===== config.mk =====
export PLATFORM = sky130hd
export DESIGN_NAME = alu_cmd_ctrl
export DESIGN_NICKNAME = d
export VERILOG_FILES = /design/src/rtl/alu_cmd_ctrl.sv
export SDC_FILE = /design/constraint.sdc
export NUM_CORES = 1
export LEC_CHECK = 0
export ABC_CLOCK_PERIOD_IN_PS = 2500
export BUFFER_PORTS_ARGS = -buffer_cell sky130_fd_sc_hd__buf_4
export CORE_UTILIZATION = 37
export DETAILED_ROUTE_END_ITERATION = 6
export SETUP_SLACK_MARGIN = 0.4
export SLEW_MARGIN = 30
export SYNTH_ARGS = -nofsm -noshare
export SYNTH_HDL_FRONTEND = slang
export SYNTH_SLANG_ARGS = --single-unit

===== constraint.sdc =====
create_clock -name clk_i -period 2.5 [get_ports clk_i]
set_input_delay 0.25 -clock clk_i [delete_from_list [all_inputs] [get_ports clk_i]]
set_output_delay 0.25 -clock clk_i [all_outputs]
set_load 0.1 [all_outputs]

===== src/rtl/alu_cmd_ctrl.sv =====
// Command sequencer between the UART byte streams and the ALU: assembles
// opcode/A/B frames, issues one ALU request, returns status + result bytes.
module alu_cmd_ctrl #(
  parameter int unsigned  DATA_W         = 32,
  parameter int unsigned  NUM_OPS        = 8,
  parameter int unsigned  TIMEOUT_CYCLES = 32256,
  localparam int unsigned OPW            = $clog2(NUM_OPS)
) (
  input  logic              clk_i,
  input  logic              rst_ni,
  input  logic [7:0]        rx_data_i,
  input  logic              rx_valid_i,
  output logic              rx_ready_o,
  output logic [7:0]        tx_data_o,
  output logic              tx_valid_o,
  input  logic              tx_ready_i,
  output logic [OPW-1:0]    alu_op_o,
  output logic [DATA_W-1:0] alu_a_o,
  output logic [DATA_W-1:0] alu_b_o,
  output logic              alu_req_valid_o,
  input  logic              alu_req_ready_i,
  input  logic              alu_rsp_valid_i,
  input  logic [DATA_W-1:0] alu_result_i,
  input  logic              alu_rsp_err_i,
  output logic              busy_o,
  output logic              frame_err_o
);
  localparam int unsigned NB   = DATA_W / 8;
  localparam int unsigned IDXW = $clog2(2 * NB + 1);
  localparam int unsigned TXW  = $clog2(NB + 2);
  localparam int unsigned TW   = $clog2(TIMEOUT_CYCLES + 1);

  localparam logic [7:0] ST_OK      = 8'h00;
  localparam logic [7:0] ST_ALU_ERR = 8'h01;
  localparam logic [7:0] ST_TIMEOUT = 8'h02;
  localparam logic [7:0] ST_BAD_OP  = 8'hEE;

  typedef enum logic [2:0] {S_IDLE, S_RECV, S_ISSUE, S_WAIT, S_SEND} state_t;

  state_t              state_q, state_d;
  logic [IDXW-1:0]     idx_q;
  logic [OPW-1:0]      op_q;
  logic                bad_op_q;
  logic [2*DATA_W-1:0] opnd_q;
  logic [DATA_W-1:0]   res_q;
  logic [7:0]          status_q;
  logic [TXW-1:0]      tx_idx_q;
  logic [TW-1:0]       timer_q;

  logic       rx_rdy, req_vld, tx_vld, ferr;
  logic       timed_out, last_rx, last_tx, rx_acc, tx_acc;
  logic [7:0] tx_byte;

  assign timed_out = (timer_q == TW'(TIMEOUT_CYCLES));
  assign last_rx   = (idx_q == IDXW'(2 * NB));
  assign last_tx   = bad_op_q ? (tx_idx_q == '0) : (tx_idx_q == TXW'(NB));
  assign rx_acc    = rx_valid_i && rx_rdy;
  assign tx_acc    = tx_vld && tx_ready_i;

  always_comb begin
    state_d = state_q;
    rx_rdy  = 1'b0;
    req_vld = 1'b0;
    tx_vld  = 1'b0;
    ferr    = 1'b0;
    tx_byte = 8'h00;
    case (state_q)
      S_IDLE: begin
        rx_rdy = 1'b1;
        if (rx_valid_i) state_d = S_RECV;
      end
      S_RECV: begin
        rx_rdy = 1'b1;
        // an accepted byte beats a timeout landing in the same cycle
        if (rx_valid_i) begin
          if (last_rx) state_d = bad_op_q ? S_SEND : S_ISSUE;
        end else if (timed_out) begin
          ferr    = 1'b1;
          state_d = S_IDLE;
        end
      end
      S_ISSUE: begin
        req_vld = 1'b1;
        if (alu_req_ready_i) state_d = S_WAIT;
      end
      S_WAIT: begin
        if (alu_rsp_valid_i || timed_out) state_d = S_SEND;
      end
      S_SEND: begin
        tx_vld  = 1'b1;
        tx_byte = (tx_idx_q == '0) ? status_q : res_q[7:0];
        if (tx_ready_i && last_tx) state_d = S_IDLE;
      end
      default: state_d = S_IDLE;
    endcase
  end

  always_ff @(posedge clk_i) begin
    if (!rst_ni) begin
      state_q  <= S_IDLE;
      idx_q    <= '0;
      op_q     <= '0;
      bad_op_q <= 1'b0;
      opnd_q   <= '0;
      res_q    <= '0;
      status_q <= '0;
      tx_idx_q <= '0;
      timer_q  <= '0;
    end else begin
      state_q <= state_d;
      if (rx_acc || (state_d != state_q) || !(state_q inside {S_RECV, S_WAIT}))
        timer_q <= '0;
      else if (!timed_out)
        timer_q <= timer_q + TW'(1);
      case (state_q)
        S_IDLE: if (rx_acc) begin
          op_q     <= rx_data_i[OPW-1:0];
          bad_op_q <= (32'(rx_data_i) >= NUM_OPS);
          idx_q    <= IDXW'(1);
        end
        S_RECV: if (rx_acc) begin
          // bytes shift in from the top so the first operand byte lands in A[7:0]
          opnd_q <= {rx_data_i, opnd_q[2*DATA_W-1:8]};
          idx_q  <= idx_q + IDXW'(1);
          if (last_rx) begin
            status_q <= ST_BAD_OP;
            tx_idx_q <= '0;
          end
        end
        S_WAIT: begin
          tx_idx_q <= '0;
          if (alu_rsp_valid_i) begin
            status_q <= alu_rsp_err_i ? ST_ALU_ERR : ST_OK;
            res_q    <= alu_rsp_err_i ? '0 : alu_result_i;
          end else if (timed_out) begin
            status_q <= ST_TIMEOUT;
            res_q    <= '0;
          end
        end
        S_SEND: if (tx_acc) begin
          tx_idx_q <= tx_idx_q + TXW'(1);
          if (tx_idx_q != '0) res_q <= res_q >> 8;
        end
        default: ;
      endcase
    end
  end

  // handshake/pulse outputs are gated so nothing completes while reset is held
  assign rx_ready_o      = rst_ni && rx_rdy;
  assign tx_valid_o      = rst_ni && tx_vld;
  assign alu_req_valid_o = rst_ni && req_vld;
  assign frame_err_o     = rst_ni && ferr;
  assign tx_data_o       = tx_byte;
  assign busy_o          = (state_q != S_IDLE);
  assign alu_op_o        = op_q;
  assign alu_a_o         = opnd_q[DATA_W-1:0];
  assign alu_b_o         = opnd_q[2*DATA_W-1:DATA_W];
endmodule


Word-level counts from Yosys, hierarchy flattened
Index checks and enable logic that the tools add are counted.
{"block": "word_totals", "regBits": 133, "output_inout_bits": 80}
{"block": "classes", "add_sub_neg": 3, "n_lt_le_gt_ge": 1, "n_eq_ne": 14, "mux": 37, "bitwise": 1, "reduce_logical": 27}
{"operator": "32-bit two-way mux", "count": 5}
{"operator": "32-bit one-hot mux with 2 select lines", "count": 1}
{"operator": "8-bit two-way mux", "count": 6}
{"operator": "3-bit two-way mux", "count": 11}
{"operator": "8-bit one-hot mux with 2 select lines", "count": 1}
{"operator": "15-bit by 1-bit adder with 15-bit output (second input constant)", "count": 1}
{"operator": "15-bit equality test (second input constant)", "count": 1}
{"operator": "3-bit one-hot mux with 5 select lines", "count": 1}
{"operator": "4-bit AND reduction", "count": 3}
{"operator": "2-bit inequality test (second input constant)", "count": 5}
{"operator": "3-bit one-hot mux with 3 select lines", "count": 1}
{"operator": "3-bit nonzero test", "count": 3}
{"operator": "8-bit by 4-bit >= comparator with 1-bit output (second input constant)", "count": 1}
{"operator": "1-bit two-way mux", "count": 8}
{"operator": "4-bit two-way mux", "count": 2}
{"operator": "4-bit one-hot mux with 2 select lines", "count": 1}
{"operator": "1-bit logical AND", "count": 7}
{"operator": "3-bit by 2-bit equality test with 1-bit output (second input constant)", "count": 2}
{"operator": "3-bit equality test (second input constant)", "count": 2}
{"operator": "3-bit logical NOT", "count": 2}
{"operator": "2-bit nonzero test", "count": 3}
{"operator": "4-bit by 1-bit adder with 4-bit output (second input constant)", "count": 1}
{"operator": "4-bit equality test (second input constant)", "count": 1}
{"operator": "2-bit AND reduction", "count": 2}
{"operator": "9 further kinds", "count": 12}

Longest topological paths before layout
Gate-level depths: netlist of run 1.
{"block": "logic_depth", "ltp_word": 9, "mapped_depth": 8}

Least setup slack after synthesis of run 1
Ideal clock, no wire load.
{"block": "synth_timing", "path_kind": "register -> output", "start": "register idx_q[0] (netlist name)", "end": "output port frame_err_o", "arrival_time_ns": 3.269, "required_time_ns": 2.250, "slack_ns": -1.019, "path_stages_with_launch": 6, "n_path_buf": 0, "cell_sequence": "dfxtp_1 -> inv_1 -> ha_1 -> and4b_1 -> and2b_1 -> nor3b_1"}
{"element": "end, declared", "line": "26", "text": "output logic frame_err_o"}

==> out/qor.yml, run 1 <==
synth_area_mm2: 0.00595
syn-mean-instance-area_um2: 8.52
firstDrtPassIters: 4
gp_congestion: 0.774
drtIter0Drc: 221
fin_worst_skew_ps: 6.84
fmax_ghz: 0.479
hold_class: "input port to flip-flop"
cts_hold_buf: 0
crit_path_start_kind: "flip-flop"
path_cells: "inv_2, ha_4, and4b_2, and2b_2, nor3b_4, buf_12"
ys_warn_count: 0
rsz0062_at_grt: "true"
layout.nets: 865
critPathKind: "flip-flop to output pin"
status: "finished clean"
clkTransAtPathRegs_ps: 60
synth_fa_ha_area_share_pct: 1.26
die_h_um: 129
area.growth.synth_to_final_pct: 33.0
ys_async_sr_fraction_pct: 0
ys.flop_type: "dfxtp_1"
leakage_nw: 3.11
grt.overflow.total: 0
slowest_delay_ps: 360
finish.utilization_pct: 51.2
cts.sinks: 128
cts_buffer_depth: 2
synth_xor_area_share_pct: 1.91
ys_seq_elements: 128
syn_inst: 698
drc: 0
synthSimpleGateAreaFrac_pct: 25.9
grtUsageTotal_pct: 18.4
slowest_stage: "dfxtp_2"
synth_edf_count: 0
synthTopCellsByArea: "dfxtp_1 43%, nand2_1 12%, a21boi_0 8.6%"
ant_nets: 0
peakVddDrop_uv: 429
slew_headroom_pct: 51.4
drt-wirelength-per-cell_um: 14.6
ctsRootBufferMaster: "clkbuf_16"
core_region_area_mm2: 0.0154
grt_max_degree: 67
hold_violations: 0
synth_top_cell_by_area: "dfxtp_1"
diodes: 0
fp.dieW_um: 129
rows: 45
post_dp_cell_area_mm2: 0.00704
wirelength_um: 15100
finalSetupViolCount: 0
via_per_inst: 5.03
endpoint_kind: "output pin"
grt_pass1_wl_um: 24200
postLayoutCellArea_mm2: 0.00791
htreeDepth: 4
initial_core_util_pct: 38.5
io_pins: 127
die_area_mm2: 0.0166
required_ps: 2250
slew_viol_final: 0
clk_latency_ps: 420
dpl.hpwl_um: 9950
synth_compound_area_share_pct: 16.6
period_minus_slack_ps: 2090
io_buffer_count: 126
path_buf_inv: 2
worst_slack_ps: 412
pre_cts_ws_ps: 541
period_share_pct: 83.5
cp.arrival_ps: 1840
cp_max_fo: 4
netlist.area_leader.share_pct: 43.1
drive_gt1_share_pct: 26.2
maxCapViolations: 0
tightestPinTransition_ps: 721
tritoncts: "done"
grt_pass1_vias: 5166
antenna_found_initial: 0
p_per_area_mw_per_mm2: 640
synthMuxAreaShare_pct: 6.06
critical_path.top_delay_family: "simple AND/OR/NAND/NOR gates"
synth_nets: 751
numCtsBuffers: 17
yosysUniqueCellTypes: 58
synth_top_family_by_area: "simple AND/OR/NAND/NOR gates"
vias: 5215
synth_seq_area_share_pct: 43.1
-- report_power, final --
group          total (mW)  switching [mW]  internal, mW
combinational       0.366           0.232         0.134
clock                2.62           0.933          1.69
sequential           2.07          0.0157          2.05
-- metrics by stage --
stage	setup TNS [ps]	cells	hold WS, ps	power (mW)
finish	0	1036	96.7	5.06
global route	0	1036	89.3	5.23
CTS	0	1030	87.0	5.09
detailed placement	0	995	451	2.47
global placement	0	995	442	2.47
floorplan	-908	698	395	2.35
-- area by class of cell --
| type | instances | area, um2 |
|---|---|---|
| Fill cell | 1453 | 7520 |
| Multi-Input combinational cell | 508 | 3200 |
| Sequential cell | 128 | 2570 |
| Timing Repair Buffer | 145 | 1200 |
| Clock buffer | 18 | 439 |
| Tap cell | 211 | 264 |
| Clock inverter | 14 | 189 |
| Inverter | 12 | 45.0 |
-- kinds of logic (layout without fill, tap and decap cells) --
group	Yosys count	in the layout
AOI/OAI and AO/OA	141	141
xor gates and xnor gates	13	13
and+or+nand+nor	312	312
buffers and inverters	62	189
DFF	128	128
adders and majority gates	6	6
muxes	36	36
-- per-layer routing --
layer	wire, um	vias up	global-route usage, %
li1	-	2602	-
met1	6720	2476	21.8
met2	7410	116	31.7
met3	737	21	4.28
met4	279	0	8.51
met5	0	-	0
-- synth_stat cells (9+ instances only) --
library cell	instances
a211oi_1	15
a21boi_0	68
a21oi_1	11
and2_1	26
buf_2	9
clkbuf_1	29
dfxtp_1	128
inv_1	12
mux2i_1	36
nand2_1	183
nand3_1	23
nor2_1	10
nor3b_1	27
o21ai_0	26
xnor2_1	12
-- sequential cells by signal, indices dropped and copies added, names as in the netlist --
| name | count |
|---|---|
| tx_idx_q | 3 |
| status_q | 3 |
| res_q | 32 |
| bad_op_q | 1 |
| timer_q | 15 |
| state_q | 3 |
| idx_q | 4 |
| alu_op_o | 3 |
| opnd_q | 64 |
-- layout by cell type (no fill, tap or decap), drive strengths merged, types with 8 or more instances in the layout --
master	n
xnor2	12
dfxtp	128
clkbuf	18
nand2	184
a21boi	68
nor2	11
a21oi	12
mux2i	36
nand3	24
a211oi	15
and2	26
buf	145
nor3b	28
o21ai	30
inv	13
nor2b	8
-- worst min-delay path: cells and delay by family --
kind / cells / cell delay (ps)
buffers and inverters: 1 / 110
muxes: 1 / 50
and+or+nand+nor: 1 / 50
-- repair_timing --
action                                  CTS  global route
resized for setup                        27            23
gates cloned                              0             1
endpoints found under the setup margin   11            11
buffers inserted                          3             5
endpoints found under the hold margin     0             0
pin swaps                                 2             2
-- worst paths after layout --
path	from	endpoint	slack [ps]	cells past startpoint
worst min register to register	res_q[30]	res_q[30]	460	2
worst min-delay path	alu_result_i[25]	res_q[25]	100	3
worst max-delay path	idx_q[1]	frame_err_o	410	6
worst max register to register	timer_q[0]	res_q[5]	520	7
Note: power is estimated with default switching activity, not from simulation.
==> inputs of run 2 (changes only) <==
--- a/config.mk
+++ b/config.mk
@@ -5,7 +5,8 @@
 export SDC_FILE = /design/constraint.sdc
 export NUM_CORES = 1
 export LEC_CHECK = 0
-export ABC_CLOCK_PERIOD_IN_PS = 2500
+export ABC_AREA = 1
+export ABC_CLOCK_PERIOD_IN_PS = 1900
 export BUFFER_PORTS_ARGS = -buffer_cell sky130_fd_sc_hd__buf_4
 export CORE_UTILIZATION = 37
 export DETAILED_ROUTE_END_ITERATION = 6
==> constraint.sdc (replaced) <==
create_clock -name clk_i -period 1.9 [get_ports clk_i]
set_input_delay 0.19 -clock clk_i [delete_from_list [all_inputs] [get_ports clk_i]]
set_output_delay 0.19 -clock clk_i [all_outputs]
set_load 0.1 [all_outputs]
==> run 2 against run 1 <==
Compared with the run above: sequential share of layout area fell by 4.1 points; first-iteration DRC count increased by 35%; clock power rose by 31%; clock skew barely moved; highest routed layer unchanged; synthesized area fell by 6.9%; largest power group unchanged.
==> out/qor.yml, run 2 <==
path_cells: "inv_2, ha_4, nand3_2, nor2_2, nand3_2, nor3_4, buf_12"
seqPwrFrac_pct: 36.4
swShare_pct: 31.2
cp_common_cell: "nand3_2"
die_area_mm2: 0.0154
peakVddDrop_uv: 709
layout.nets: 990
ys_warn_count: 0
grt.busiest_layer: "met2"
drt-wirelength-per-cell_um: 15.9
grt.overflow.total: 0
cp_max_fo: 2
drc: 0
syn_inst: 756
slowest_stage: "dfxtp_2"
layout_common_cells: "157 x nor2_1, 148 x buf_4, 113 x dfxtp_1"
synth_edf_count: 0
tritoncts: "done"
seq_area_mm2: 0.00259
period_share_pct: 98.3
use_met3_pct: 7.35
cellInternalPower_mw: 5.44
finalSetupViolCount: 0
grt_max_degree: 103
synth_seq_area_share_pct: 46.3
core_region_area_mm2: 0.0146
top_register: "opnd_q"
slew_headroom_pct: 58.6
switchingPower_mw: 2.47
hold_slack_ps: 15.8
clkPwrFrac_pct: 43.5
ys.flop_type: "dfxtp_1"
cts_buffer_depth: 2
largest_reg_flops: 64
ctsRootBufferMaster: "clkbuf_16"
drive_gt1_share_pct: 41.4
maxCapViolations: 0
crit_path_start_kind: "flip-flop"
use_met1_pct: 27.1
rows: 44
tightestPinTransition_ps: 621
rsz0062_at_grt: "true"
endpoint_kind: "output pin"
synth_top_cell_by_area: "dfxtp_1"
ant_nets: 0
worst_slack_ps: 31.5
synth_commonest_cells: "173 x nor2_1, 128 x dfxtp_1, 109 x o21ai_0"
slowest_delay_ps: 320
clk_latency_ps: 420
syn-mean-instance-area_um2: 7.32
period_minus_slack_ps: 1870
p_per_area_mw_per_mm2: 868
dp_cells: 1037
final_common_cell: "nor2_1"
ys_seq_elements: 128
grt_pass1_wl_um: 26800
instances_no_fill: 1134
hold_violations: 0
synth_area_mm2: 0.00553
grt_pass1_vias: 5267
numCtsBuffers: 17
pre_cts_ws_ps: 209
fp.dieW_um: 124
netlist.area_leader.share_pct: 46.3
wirelength_um: 18000
clkTransAtPathRegs_ps: 60
yosysUniqueCellTypes: 30
drtIter0Drc: 298
io_buffer_count: 126
largest_registers: "opnd_q (64), res_q (32), timer_q (15)"
critPathKind: "flip-flop to output pin"
fillers: 1236
firstDrtPassIters: 5
die_h_um: 124
via_per_inst: 4.96
multi_input_area_mm2: 0.00318
status: "finished clean"
hold_class: "input port to flip-flop"
finish.utilization_pct: 62.4
antenna_found_initial: 0
fmax_ghz: 0.535
initial_core_util_pct: 37.9
cts.sinks: 128
diodes: 0
vias: 5623
grt.met2_usage_pct: 34.6
cp.arrival_ps: 1680
ys_async_sr_fraction_pct: 0
fin_worst_skew_ps: 6.87
required_ps: 1710
slew_viol_final: 0
synth_nets: 809
synthTopCellsByArea: "dfxtp_1 46%, nor2_1 12%, o21ai_0 9.9%"
leakage_nw: 3.83
combPwrFrac_pct: 20.1
grtUsageTotal_pct: 21.5
gp_congestion: 0.769
htreeDepth: 4
area.growth.synth_to_final_pct: 64.5
dpl.hpwl_um: 9580
synth.most_common_cell: "nor2_1"
io_pins: 127
run 2: logic make-up after synthesis:
| logic type | count (synthesis) | synth area share, % |
|---|---|---|
| adder cells (fa/ha/maj) | 6 | 1.36 |
| AND/OR/NAND/NOR | 310 | 24.4 |
| XOR/XNOR | 15 | 2.37 |
| flip-flops | 128 | 46.3 |
| AO/OA/AOI/OAI | 178 | 16.5 |
| buffers and inverters | 119 | 9.09 |
run 2: final timing paths:
kind	startpoint	end	slack [ps]	cells past startpoint
setup / recovery	timer_q[1]	frame_err_o	30	7
hold / removal	rx_data_i[0]	opnd_q[56]	20	3
setup reg to reg	timer_q[1]	timer_q[9]	40	14
hold reg to reg	res_q[30]	res_q[30]	450	2
run 2: cell type report:
type,instances,area share [%]
timing repair buffer,203,23.6
multi-input combinational,510,34.9
clock buffer,19,4.76
sequential,128,28.5
inverter,76,3.63
timing repair inverter,1,0.0687
clock inverter,13,2.03
tap,184,2.53
run 2: metrics by stage:
step                instance area (um2)  setup TNS, ps  total power [mW]
CTS                                8580          -23.5              7.84
global placement                   6880              0              4.28
floorplan                          5760              0              3.93
detailed placement                 6880              0              4.28
finish                             9100              0              7.91
global route                       9100          -1270              8.19
run 2: power groups by stage:
stage | clock [mW] | sequential [mW] | combinational (mW)
final | 3.44 | 2.88 | 1.59
after detailed placement | 0 | 2.93 | 1.35
after floorplan | 0 | 3.59 | 0.347
after global placement | 0 | 2.93 | 1.35
after global routing | 3.64 | 2.89 | 1.66
after CTS | 3.49 | 2.88 | 1.48
run 2: routing by layer:
layer	part of all wire (%)	routed length, um
met2	49	8820
met1	43	7730
met3	6.6	1190
met4	1.6	285
met5	0	0
run 2: worst max-delay path, delay by kind of cell (launching register included):
| kind | cells | cell delay (ps) |
|---|---|---|
| adder cells (fa/ha/maj) | 1 | 130 |
| buffers and inverters | 2 | 280 |
| flip-flops | 1 | 320 |
| AND/OR/NAND/NOR | 4 | 540 |
run 2: timing repair:
item | CTS | global route
setup buffers | 37 | 11
hold buffers | 2 | 0
endpoints found under the setup margin | 105 | 118
resized for setup | 165 | 81
pin swaps | 31 | 32
endpoints found under the hold margin | 2 | 0
gates cloned | 10 | 5
==> inputs of run 3 (changes only) <==
--- a/config.mk
+++ b/config.mk
@@ -8,8 +8,9 @@
 export ABC_AREA = 1
 export ABC_CLOCK_PERIOD_IN_PS = 1900
 export BUFFER_PORTS_ARGS = -buffer_cell sky130_fd_sc_hd__buf_4
-export CORE_UTILIZATION = 37
+export CORE_UTILIZATION = 49
 export DETAILED_ROUTE_END_ITERATION = 6
+export PLACE_DENSITY = 0.76
 export SETUP_SLACK_MARGIN = 0.4
 export SLEW_MARGIN = 30
 export SYNTH_ARGS = -nofsm -noshare
==> constraint.sdc (replaced) <==
create_clock -name clk_i -period 1.9 [get_ports clk_i]
set_input_delay 0.19 -clock clk_i [delete_from_list [all_inputs] [get_ports clk_i]]
set_output_delay 0.19 -clock clk_i [all_outputs]
set_load 0.01 [all_outputs]
==> run 3 against run 2 <==
Compared with the run above: flip-flop and latch count is the same; worst setup slack lost 25 ps; critical endpoint is now res_q[14]; count of clock-buffer cells in the layout grew 3; critical path depth grew 2; register-to-register slack lost 30 ps; clock power grew 3%; design area grew 2.0%; power shrank 4.6%; maximum frequency shrank 1.3%; global-route usage grew 11 points.
==> out/qor.yml, run 3 (same netlist as run 2, synthesis figures left out) <==
hold_violations: 0
io_buffer_count: 126
instances_no_fill: 1107
maxCapViolations: 0
numCtsBuffers: 17
drc: 0
layout_common_cells: "157 x buf_4, 116 x dfxtp_1, 113 x nor2_1"
io_pins: 127
required_ps: 2230
area.growth.synth_to_final_pct: 67.9
diodes: 0
period_minus_slack_ps: 1890
largest_reg_flops: 64
rows: 38
die_area_mm2: 0.0117
slew_headroom_pct: 64.0
status: "finished clean"
crit_path_start_kind: "flip-flop"
fmax_ghz: 0.528
vias: 6457
final_common_cell: "buf_4"
combPwrFrac_pct: 14.5
antenna_found_initial: 0
die_h_um: 108
top_register: "opnd_q"
finish.utilization_pct: 84.9
rsz0062_at_grt: "true"
finalSetupViolCount: 0
drtIter0Drc: 735
layout.nets: 1007
slew_viol_final: 0
cts.sinks: 128
total_power_mw: 7.54
tightestPinTransition_ps: 540
clkPwrFrac_pct: 46.9
initial_core_util_pct: 50.6
fillers: 547
cts_buffer_depth: 2
period_share_pct: 99.6
peakVddDrop_uv: 821
switchingPower_mw: 1.94
largest_registers: "opnd_q (64), res_q (32), timer_q (15)"
gp_congestion: 0.822
cellInternalPower_mw: 5.60
dpl.hpwl_um: 9310
swShare_pct: 25.7
clkTransAtPathRegs_ps: 60
grt_pass1_wl_um: 28800
htreeDepth: 4
cp_max_fo: 7
wirelength_um: 22900
drt-wirelength-per-cell_um: 20.7
p_per_area_mw_per_mm2: 812
grt_pass1_vias: 5852
clk_latency_ps: 430
grtUsageTotal_pct: 32.0
grt.overflow.total: 0
via_per_inst: 5.83
fin_worst_skew_ps: 8.17
grt_max_degree: 103
critPathKind: "flip-flop to flip-flop"
setup_tns_ps: 0
leakage_nw: 3.89
dp_cells: 990
cp.arrival_ps: 2220
core_region_area_mm2: 0.0109
firstDrtPassIters: 5
tritoncts: "done"
drive_gt1_share_pct: 46.3
hold_class: "input port to flip-flop"
fp.dieW_um: 108
ant_nets: 0
hold_slack_ps: 8.74
endpoint_kind: "flip-flop"
seqPwrFrac_pct: 38.6
ctsRootBufferMaster: "clkbuf_16"
## run 3: worst paths after layout
kind	end	slack [ps]	startpoint	cells past startpoint
setup / recovery	res_q[14]	7	state_q[0]	9
setup reg to reg	res_q[14]	7	state_q[0]	9
hold reg to reg	res_q[30]	450	res_q[30]	2
hold / removal	opnd_q[56]	9	rx_data_i[0]	3
## run 3: worst max-delay path, cell delays in order (launching register included)
cell and delay [ps]:
dfxtp_4 360, buf_4 120, nand2_2 130, nor2_4 190, buf_4 140, nand3_4 150, nand2_8 180, buf_6 140
o21ai_2 100, a21oi_4 270
## run 3: per-layer routing
metal,vias to the layer above,share of wire (%),track usage [%]
met5,-,0,0
met2,432,49,55.3
met4,0,5.6,13.9
met1,3050,36,35.3
met3,111,9.0,11.6
li1,2864,-,-
## run 3: layout make-up
class	count	area, um2	area share [%]
clock buffer	22	474	5.11
clock inverter	10	158	1.70
inverter	76	330	3.56
multi-input combinational	511	3330	35.8
sequential	128	2580	27.8
tap	140	175	1.89
timing repair buffer	218	2220	23.9
timing repair inverter	2	20.0	0.216
## run 3: stage by stage
| step | cell area (um2) | setup WS [ps] |
|---|---|---|
| global placement | 6600 | 210 |
| floorplan | 5570 | 400 |
| detailed placement | 6600 | 87.2 |
| global route | 9290 | -25.6 |
| CTS | 8370 | 120 |
| finish | 9290 | 6.85 |
## run 3: power groups by stage
stage | combinational [mW] | sequential, mW | clock [mW]
2_1_floorplan | 0.299 | 2.96 | 0
3_3_place_gp | 0.640 | 2.92 | 0
3_5_place_dp | 0.650 | 2.93 | 0
4_1_cts | 0.831 | 2.87 | 3.51
5_1_grt | 1.15 | 2.92 | 3.67
6_report | 1.09 | 2.91 | 3.54
## run 3: timing repair
action,4_1_cts,5_1_grt
gates resized for setup,138,183
setup endpoints to repair,118,118
pin swaps,33,46
setup buffers,43,17
hold buffers,2,0
cloned,15,8
hold endpoints to repair,2,0
